<file path="src/rtl/rv_ctl_hs.sv">
// Multicycle RISC-V control FSM with a memory request/ready handshake, wait-state
// timeout, extended instruction subset, sticky HALT/FAULT and a retired counter.
module rv_ctl_hs #(
    parameter int CNT_W   = 32,
    parameter int TIMEOUT = 15,
    parameter bit EXT_EN  = 1'b1
) (
    input  logic             clk,
    input  logic             rst,
    input  logic [31:0]      instr,
    input  logic             zero,
    input  logic             mem_ready,
    output logic             mem_req,
    output logic             mem_we,
    output logic [1:0]       pcsource,
    output logic             pcwrite,
    output logic             pccen,
    output logic             irwrite,
    output logic [1:0]       wbsel,
    output logic             regwen,
    output logic [2:0]       immsel,
    output logic             asel,
    output logic             bsel,
    output logic [3:0]       alusel,
    output logic             mdrwrite,
    output logic             halt,
    output logic             fault,
    output logic [CNT_W-1:0] retired
);

    localparam int WAIT_W = (TIMEOUT > 0) ? $clog2(TIMEOUT + 1) : 1;
    localparam logic [WAIT_W-1:0] WAIT_LAST = (TIMEOUT > 0) ? WAIT_W'(TIMEOUT - 1) : '0;

    localparam logic [6:0] OP_LOAD   = 7'b0000011;
    localparam logic [6:0] OP_STORE  = 7'b0100011;
    localparam logic [6:0] OP_R      = 7'b0110011;
    localparam logic [6:0] OP_IMM    = 7'b0010011;
    localparam logic [6:0] OP_BRANCH = 7'b1100011;
    localparam logic [6:0] OP_JAL    = 7'b1101111;
    localparam logic [6:0] OP_JALR   = 7'b1100111;
    localparam logic [6:0] OP_LUI    = 7'b0110111;
    localparam logic [6:0] OP_SYSTEM = 7'b1110011;

    localparam logic [2:0] IMM_I = 3'd0;
    localparam logic [2:0] IMM_S = 3'd1;
    localparam logic [2:0] IMM_B = 3'd2;
    localparam logic [2:0] IMM_J = 3'd3;
    localparam logic [2:0] IMM_U = 3'd4;

    localparam logic [1:0] WB_PC  = 2'd0;
    localparam logic [1:0] WB_ALU = 2'd1;
    localparam logic [1:0] WB_MDR = 2'd2;
    localparam logic [1:0] WB_IMM = 2'd3;

    localparam logic [1:0] PC_PLUS4  = 2'd0;
    localparam logic [1:0] PC_ALU    = 2'd1;
    localparam logic [1:0] PC_ALUOUT = 2'd2;

    localparam logic [3:0] ALU_ADD = 4'b0000;
    localparam logic [3:0] ALU_SUB = 4'b0001;

    typedef enum logic [3:0] {
        S_FETCH,
        S_DECODE,
        S_MEM_ADDR,
        S_LW_MEM,
        S_LW_WB,
        S_SW_MEM,
        S_ALU_EXEC,
        S_ALU_WB,
        S_BR_EXEC,
        S_JAL_EXEC,
        S_JALR_EXEC,
        S_LUI_WB,
        S_HALT,
        S_FAULT
    } state_t;

    state_t            state_q, state_d;
    logic [WAIT_W-1:0] wait_q, wait_d;
    logic [CNT_W-1:0]  retired_q, retired_d;
    logic              halt_q, halt_d;
    logic              fault_q, fault_d;

    logic       stall;
    logic       retire;
    logic       mem_req_raw, mem_we_raw, pcwrite_raw, pccen_raw, irwrite_raw;
    logic       regwen_raw, asel_raw, bsel_raw, mdrwrite_raw;
    logic [1:0] pcsource_raw, wbsel_raw;
    logic [2:0] immsel_raw;
    logic [3:0] alusel_raw;

    logic [6:0] opcode;
    logic [2:0] funct3;
    logic       funct7_b5;
    logic       unused_instr;

    assign opcode       = instr[6:0];
    assign funct3       = instr[14:12];
    assign funct7_b5    = instr[30];
    assign unused_instr = ^{instr[31], instr[29:15], instr[11:7]};

    always_ff @(posedge clk or negedge rst) begin
        if (!rst) begin
            state_q   <= S_FETCH;
            wait_q    <= '0;
            retired_q <= '0;
            halt_q    <= 1'b0;
            fault_q   <= 1'b0;
        end else begin
            state_q   <= state_d;
            wait_q    <= wait_d;
            retired_q <= retired_d;
            halt_q    <= halt_d;
            fault_q   <= fault_d;
        end
    end

    always_comb begin
        state_d      = state_q;
        stall        = 1'b0;
        retire       = 1'b0;
        mem_req_raw  = 1'b0;
        mem_we_raw   = 1'b0;
        pcsource_raw = PC_PLUS4;
        pcwrite_raw  = 1'b0;
        pccen_raw    = 1'b0;
        irwrite_raw  = 1'b0;
        wbsel_raw    = WB_PC;
        regwen_raw   = 1'b0;
        immsel_raw   = IMM_I;
        asel_raw     = 1'b0;
        bsel_raw     = 1'b0;
        alusel_raw   = ALU_ADD;
        mdrwrite_raw = 1'b0;

        case (state_q)
            S_FETCH: begin
                mem_req_raw = 1'b1;
                if (mem_ready) begin
                    irwrite_raw  = 1'b1;
                    pccen_raw    = 1'b1;
                    pcwrite_raw  = 1'b1;
                    pcsource_raw = PC_PLUS4;
                    state_d      = S_DECODE;
                end else begin
                    stall = 1'b1;
                end
            end

            // Speculatively form the branch target into ALUOut while decoding.
            S_DECODE: begin
                asel_raw   = 1'b1;
                bsel_raw   = 1'b1;
                immsel_raw = IMM_B;
                case (opcode)
                    OP_LOAD, OP_STORE: state_d = S_MEM_ADDR;
                    OP_R:              state_d = S_ALU_EXEC;
                    OP_IMM:            state_d = EXT_EN ? S_ALU_EXEC : S_FAULT;
                    OP_BRANCH:         state_d = S_BR_EXEC;
                    OP_JAL:            state_d = S_JAL_EXEC;
                    OP_JALR:           state_d = EXT_EN ? S_JALR_EXEC : S_FAULT;
                    OP_LUI:            state_d = EXT_EN ? S_LUI_WB : S_FAULT;
                    OP_SYSTEM:         state_d = S_HALT;
                    default:           state_d = S_FAULT;
                endcase
            end

            S_MEM_ADDR: begin
                bsel_raw = 1'b1;
                if (opcode == OP_LOAD) begin
                    immsel_raw = IMM_I;
                    state_d    = S_LW_MEM;
                end else begin
                    immsel_raw = IMM_S;
                    state_d    = S_SW_MEM;
                end
            end

            S_LW_MEM: begin
                mem_req_raw = 1'b1;
                if (mem_ready) begin
                    mdrwrite_raw = 1'b1;
                    state_d      = S_LW_WB;
                end else begin
                    stall = 1'b1;
                end
            end

            S_LW_WB: begin
                wbsel_raw  = WB_MDR;
                regwen_raw = 1'b1;
                retire     = 1'b1;
                state_d    = S_FETCH;
            end

            S_SW_MEM: begin
                mem_req_raw = 1'b1;
                mem_we_raw  = 1'b1;
                if (mem_ready) begin
                    retire  = 1'b1;
                    state_d = S_FETCH;
                end else begin
                    stall = 1'b1;
                end
            end

            // Shift-right-immediate is the only OP-IMM form where bit 30 selects the op.
            S_ALU_EXEC: begin
                if (opcode == OP_R) begin
                    bsel_raw   = 1'b0;
                    alusel_raw = {funct3, funct7_b5};
                end else begin
                    bsel_raw   = 1'b1;
                    immsel_raw = IMM_I;
                    alusel_raw = (funct3 == 3'b101) ? {funct3, funct7_b5} : {funct3, 1'b0};
                end
                state_d = S_ALU_WB;
            end

            S_ALU_WB: begin
                wbsel_raw  = WB_ALU;
                regwen_raw = 1'b1;
                retire     = 1'b1;
                state_d    = S_FETCH;
            end

            S_BR_EXEC: begin
                alusel_raw   = ALU_SUB;
                pcsource_raw = PC_ALUOUT;
                if (funct3 == 3'b000) begin
                    pcwrite_raw = zero;
                    retire      = 1'b1;
                    state_d     = S_FETCH;
                end else if (funct3 == 3'b001 && EXT_EN) begin
                    pcwrite_raw = !zero;
                    retire      = 1'b1;
                    state_d     = S_FETCH;
                end else begin
                    state_d = S_FAULT;
                end
            end

            S_JAL_EXEC: begin
                asel_raw     = 1'b1;
                bsel_raw     = 1'b1;
                immsel_raw   = IMM_J;
                pcsource_raw = PC_ALU;
                pcwrite_raw  = 1'b1;
                regwen_raw   = 1'b1;
                wbsel_raw    = WB_PC;
                retire       = 1'b1;
                state_d      = S_FETCH;
            end

            S_JALR_EXEC: begin
                bsel_raw     = 1'b1;
                immsel_raw   = IMM_I;
                pcsource_raw = PC_ALU;
                pcwrite_raw  = 1'b1;
                regwen_raw   = 1'b1;
                wbsel_raw    = WB_PC;
                retire       = 1'b1;
                state_d      = S_FETCH;
            end

            S_LUI_WB: begin
                immsel_raw = IMM_U;
                wbsel_raw  = WB_IMM;
                regwen_raw = 1'b1;
                retire     = 1'b1;
                state_d    = S_FETCH;
            end

            S_HALT:  state_d = S_HALT;
            S_FAULT: state_d = S_FAULT;
            default: state_d = S_FAULT;
        endcase

        // A stalled access that has used up its wait budget aborts into FAULT.
        if (TIMEOUT > 0 && stall && wait_q == WAIT_LAST) begin
            state_d = S_FAULT;
        end
    end

    always_comb begin
        wait_d = wait_q;
        if (state_d != state_q) begin
            wait_d = '0;
        end else if (TIMEOUT > 0 && stall) begin
            wait_d = wait_q + WAIT_W'(1);
        end

        retired_d = retired_q;
        if (retire) begin
            retired_d = retired_q + CNT_W'(1);
        end

        halt_d  = (state_d == S_HALT);
        fault_d = (state_d == S_FAULT);
    end

    // Reset forces every control low immediately, even though the FSM sits in FETCH.
    assign mem_req  = rst & mem_req_raw;
    assign mem_we   = rst & mem_we_raw;
    assign pcsource = rst ? pcsource_raw : 2'd0;
    assign pcwrite  = rst & pcwrite_raw;
    assign pccen    = rst & pccen_raw;
    assign irwrite  = rst & irwrite_raw;
    assign wbsel    = rst ? wbsel_raw : 2'd0;
    assign regwen   = rst & regwen_raw;
    assign immsel   = rst ? immsel_raw : 3'd0;
    assign asel     = rst & asel_raw;
    assign bsel     = rst & bsel_raw;
    assign alusel   = rst ? alusel_raw : 4'd0;
    assign mdrwrite = rst & mdrwrite_raw;
    assign halt     = halt_q;
    assign fault    = fault_q;
    assign retired  = retired_q;

endmodule
</file>
<file path="config.mk">
export PLATFORM = sky130hd
export DESIGN_NAME = rv_ctl_hs
export DESIGN_NICKNAME = d
export VERILOG_FILES = /design/src/rtl/rv_ctl_hs.sv
export SDC_FILE = /design/constraint.sdc
export NUM_CORES = 1
export LEC_CHECK = 0
export CAP_MARGIN = 20
export CORE_MARGIN = 2
export CORE_UTILIZATION = 30
export CTS_CLUSTER_DIAMETER = 50
export CTS_CLUSTER_SIZE = 25
export DETAILED_ROUTE_END_ITERATION = 10
export PLACE_DENSITY = 0.61
export SYNTH_ARGS = -nofsm -noshare
export SYNTH_HDL_FRONTEND = slang
export SYNTH_SLANG_ARGS = --single-unit
</file>
<file path="constraint.sdc">
create_clock -name clk -period 3 [get_ports clk]
set_input_delay 0.3 -clock clk [delete_from_list [all_inputs] [get_ports clk]]
set_output_delay 0.3 -clock clk [all_outputs]
set_load 0.01 [all_outputs]
</file>
* After elaboration in Yosys (flattened, before gate mapping)
Cells that the tools add are included.
** Operators by class
- $add $sub $neg :: 2
- Eq/ne operators :: 27
- Muxes and demuxes :: 39
- Bitwise logic cells :: 8
- Reductions and logical operators :: 12
** Operators by type and width (count)
- 2-to-1 mux 4 bit :: 9
- case mux 4 bit (9 select lines) :: 1
- adder 32 x 1 -> 32 bit, second input constant :: 1
- equality test 4 bit, second input constant :: 8
- equality test 7 bit, second input constant :: 4
- case mux 4 bit (7 select lines) :: 1
- equality test 7 x 6 -> 1 bit, second input constant :: 3
- 2-to-1 mux 1 bit :: 17
- equality test 4 x 3 -> 1 bit, second input constant :: 4
- case mux 3 bit (4 select lines) :: 1
- bitwise AND 1 bit :: 8
- equality test 4 x 2 -> 1 bit, second input constant :: 2
- case mux 4 bit (2 select lines) :: 1
- OR reduction 2 bit :: 4
- equality test 7 x 2 -> 1 bit, second input constant :: 1
- equality test 7 x 5 -> 1 bit, second input constant :: 1
- 2-to-1 mux 3 bit :: 2
- case mux 1 bit (3 select lines) :: 2
- case mux 2 bit (3 select lines) :: 1
- OR reduction 5 bit :: 1
- adder 4 x 1 -> 4 bit, second input constant :: 1
- equality test 4 x 1 -> 1 bit, second input constant :: 1
- logical NOT 4 bit :: 1
- 2-to-1 mux 2 bit :: 2
- other kinds (11) :: 11
** Word-level totals
- Register bits :: 42
- Input bits :: 36
- Output and inout bits :: 54
- Logic and storage cells :: 93

* Depth between registers and ports, before layout
Gate-level depths: netlist of the first run.
- Depth after elaboration :: 7
- Mapped depth :: 8
- Mapped depth without buffers :: 8

* Worst setup path before layout of the first run
No wires, ideal clock.
- Path type :: reg2reg
- Start point :: register state_q[0]
- End point :: register retired_q[31], in the netlist retired[31]
- Library setup time :: 124 ps
- Arrival time :: 2009 ps
- Required time :: 2876 ps
- Path slack :: 867 ps
- Stages on the path, launching flop included :: 8
- Path buffers :: 1
- Clock period less this slack :: 2133 ps
- Cells stage by stage :: dfrtp_1 or2_2 clkbuf_1 nor4_2 a2111oi_4 a2111oi_4 nand3_1 xnor2_1
** Between the ends
- Cells in the longest elaborated chain, start to end :: 3
- Elaborated cells on any way between the ends :: 9
- Those cells by class :: eq/ne: 7; mux: 1; reduce/logical: 1
** RTL lines
- start: declaration :: line 79 : state_t state_q, state_d;
- start signal: assignment :: line 111 : state_q <= state_d;
- equality test 4 bit / equality test 4 x 3 -> 1 bit (equally long branches) :: line 137 : case (state_q)
- OR reduction 5 bit (no line)
- case mux 1 bit (3 select lines) * :: line 137
- end signal: assignment :: line 113 : retired_q <= retired_d;
- end: declaration :: line 81 : logic [CNT_W-1:0] retired_q, retired_d;
Mark *: on every way between the ends. The rest lies on a longest branch, timed or not.
A chain may end at the register's enable or synchronous reset.

* Worst setup path after layout of the first run
- Start point :: register state_q[1]
- End point :: output pcwrite
** Between the ends
- Cells in the longest elaborated chain, start to end :: 4
- Elaborated cells on any way between the ends :: 7
- Those cells by class :: eq/ne: 3; mux: 1; bitwise: 1; reduce/logical: 2
** RTL lines
- equality test 4 bit :: line 137
- OR reduction 2 bit (no line)
- case mux 1 bit (3 select lines) * :: line 137
- bitwise AND 1 bit * :: line 307 : assign pcwrite = rst & pcwrite_raw;
- end: declaration :: line 16 : output logic pcwrite,
Marked as above.

==> metrics, run 1 <==
Worst-Margin Slew just over 500 ps; drt via density between 5 and 6; TritonCTS buffer count 5; average cell area after synthesis about 9.5 sq um; Pwr Density ~290 nW/um^2; Setup CP Type flip-flop to primary output; VDD IR max roughly 0.0002 V; # fillers 834; sequential fraction of the synthesis area 0.406; Max Slew Vio Count 0; asr flop ratio synth 1.00; Congestion Overflow GR 0; clock root cell clkbuf_8; R2R Setup Slk about 530 ps; chip height just under 100 um; top cell type by total area after synthesis dfrtp_1; pre-CTS WS between 200 and 300 ps; Synth top cells by count 42 x dfrtp_1, 32 x xnor2_1, 24 x nand2_1, 24 x nor2_1, 18 x nand3_1; Worst setup SP type flip-flop; Slew headroom 0.646; final setup skew between 6 and 7 ps; 1st-iter DRT viols roughly 140; minimum clock period 2770 ps; syn_nets just over 300; Final Cell Area about 3500 sq um; antenna viol nets, final 0; Layout area overhead 35.6%; first-pass GRT wire length 10500 um; final setup vio count 0; Slowest Stage Delay on Critical Path around 580 ps; All-Layer GR Usage 0.133; routability cong. 0.831; top post-synthesis cells by area dfrtp_1 41%, xnor2_1 11%, nand3_1 3.5%; mean routed wirelength per cell roughly 14 um; Sequential Area between 1000 and 1500 sq um; warnings from Yosys 0; CTS Sinks 42; footprint of the multi-input gates 1440 sq um; cell with the most instances after synthesis dfrtp_1; Pwr Total 1.01 mW; worst r2r src state_q[1]; row count 33; die area approximately 9400 sq um; RSZ-0062 raised after global routing no; Lkg Pwr 1.37 nW; Residual DRC 0; Post-CTS Setup Inserts 0; vias in the first global route roughly 2100; antenna cell count 0; Worst-path clk slew approximately 80 ps; Synth Cell Area about 2600 sq um; R2R depth 7; Detailed Route WL between 6000 and 7000 um; Synth Flop Type dfrtp_1; maxcap violations 0; crit-path max FO 8; Final #Nets a little under 400; PnR worst setup slack 235 ps; cell chain of the critical path or2_2 > nor4_2 > a21oi_1 > o32ai_1 > clkdlybuf4s50_1; min-delay worst type input pin to asynchronous set/reset pin; slowest CP cell clkdlybuf4s50_1; largest net degree at the start of global routing 22; initial antenna violation count 0; Die Span X 96.9 um; fmax around 0.36 GHz; number of synthesized flops with an enable pin 0; Mapped Cells about 270; clk_lat worst skew around 290 ps; register bit total from synthesis 42; Vias approximately 2300; critical path required time between 2000 and 3000 ps; CTS Buffer Depth 2; H-tree levels 2; Detail Placement HPWL 4800 um; layout cells sized above 1 0.111; worst path arrival time 2470 ps; R2R Path End wait_q[1]; dpl cell area between 3000 and 4000 sq um; CTS tree built; Core Area about 8300 sq um; Initial Util 0.312; CP Capture Type primary output; endpoints failing hold 0; status finished clean; TritonRoute pass-1 iters 4; IO Pins 90; Synth top area share 0.406; Cell variety after synth between 50 and 60; Tcrit/Tclk final 0.922; PortBufs between 60 and 70; post-route setup TNS 0 ps
-- area by class of cell --
type | count | area share
flip-flops and latches | 42 | 0.300
multi-input cells | 214 | 0.410
clock inverters | 2 | 0.00357
repair buffers | 80 | 0.219
clock buffers | 6 | 0.0236
well taps | 105 | 0.0375
inverters | 6 | 0.00642
-- worst max-delay path: cells and delay by family (launching register included) --
family / cells / cell delay (ps)
and+or+nand+nor: 2 / 730
buffers and inverters: 1 / 580
DFF: 1 / 480
AOI/OAI and AO/OA: 2 / 380
-- worst max path at each step --
| stage | from | to | slack (ps) |
|---|---|---|---|
| after floorplan | state_q[0] | retired[31] | 870 |
| after global placement | instr[2] | wait_q[0] | 300 |
| after detailed placement | instr[2] | wait_q[1] | 260 |
| after CTS | state_q[1] | pcwrite | 230 |
| after global routing | state_q[1] | pcwrite | 90 |
| final | state_q[1] | pcwrite | 230 |
-- through the flow --
step,std cells,hold WS [ps],util
3_5_place_dp,446,192,0.410
2_1_floorplan,272,4.41,-
5_1_grt,455,444,0.422
6_report,455,440,0.422
4_1_cts,455,419,0.422
3_3_place_gp,446,189,0.410
-- report_power, final --
group / internal, mW / switching [mW]
clock: 0.185 / 0.193
combinational: 0.0308 / 0.0332
sequential: 0.567 / 0.00218
-- layer usage --
metal,vias up,share of wire,track usage
met2,73,0.46,0.204
li1,1128,-,-
met4,0,0.0075,0.0303
met5,-,0,0
met3,7,0.056,0.0340
met1,1105,0.48,0.188
-- sequential cells by signal, summed over array words and instances (netlist names) --
signal	count
retired	32
state_q	4
wait_q	4
fault	1
halt	1
-- what timing repair did --
action                                 4_1_cts  5_1_grt
hold buffers                                 1        0
endpoints found under the hold margin        5        0
gates resized for setup                      0        0
-- cell families (layout without fill, tap and decap cells) --
group	after synthesis	after routing	synth area share
adder cells (fa/ha/maj)	3	3	0.0145
XOR/XNOR	36	36	0.122
buffers and inverters	16	94	0.0377
AO/OA/AOI/OAI	47	47	0.149
multiplexers	2	2	0.00822
AND/OR/NAND/NOR	126	126	0.262
flip-flops	42	42	0.406
-- layout by cell type, fill, tap and decap left out, types with 4 or more instances in the layout --
master,count
or2_2,6
a21oi_1,7
nand2b_1,5
nor3_1,6
nand3_1,18
dfrtp_1,42
nand2_1,24
and2_1,5
and3_1,9
inv_1,5
clkdlybuf4s50_1,67
buf_4,11
xor2_1,4
clkbuf_8,6
o21ai_0,7
a211oi_1,5
nor2_1,24
xnor2_1,32
nand4_1,7
and4_1,4
No activity file was read; power rests on OpenSTA's default activity.
==> run 2, diff against run 1 <==
- ABC_CLOCK_PERIOD_IN_PS: default -> 3000
==> results of run 2 <==
Same layout as run 1: the final DEF is identical, and so are final timing and power.
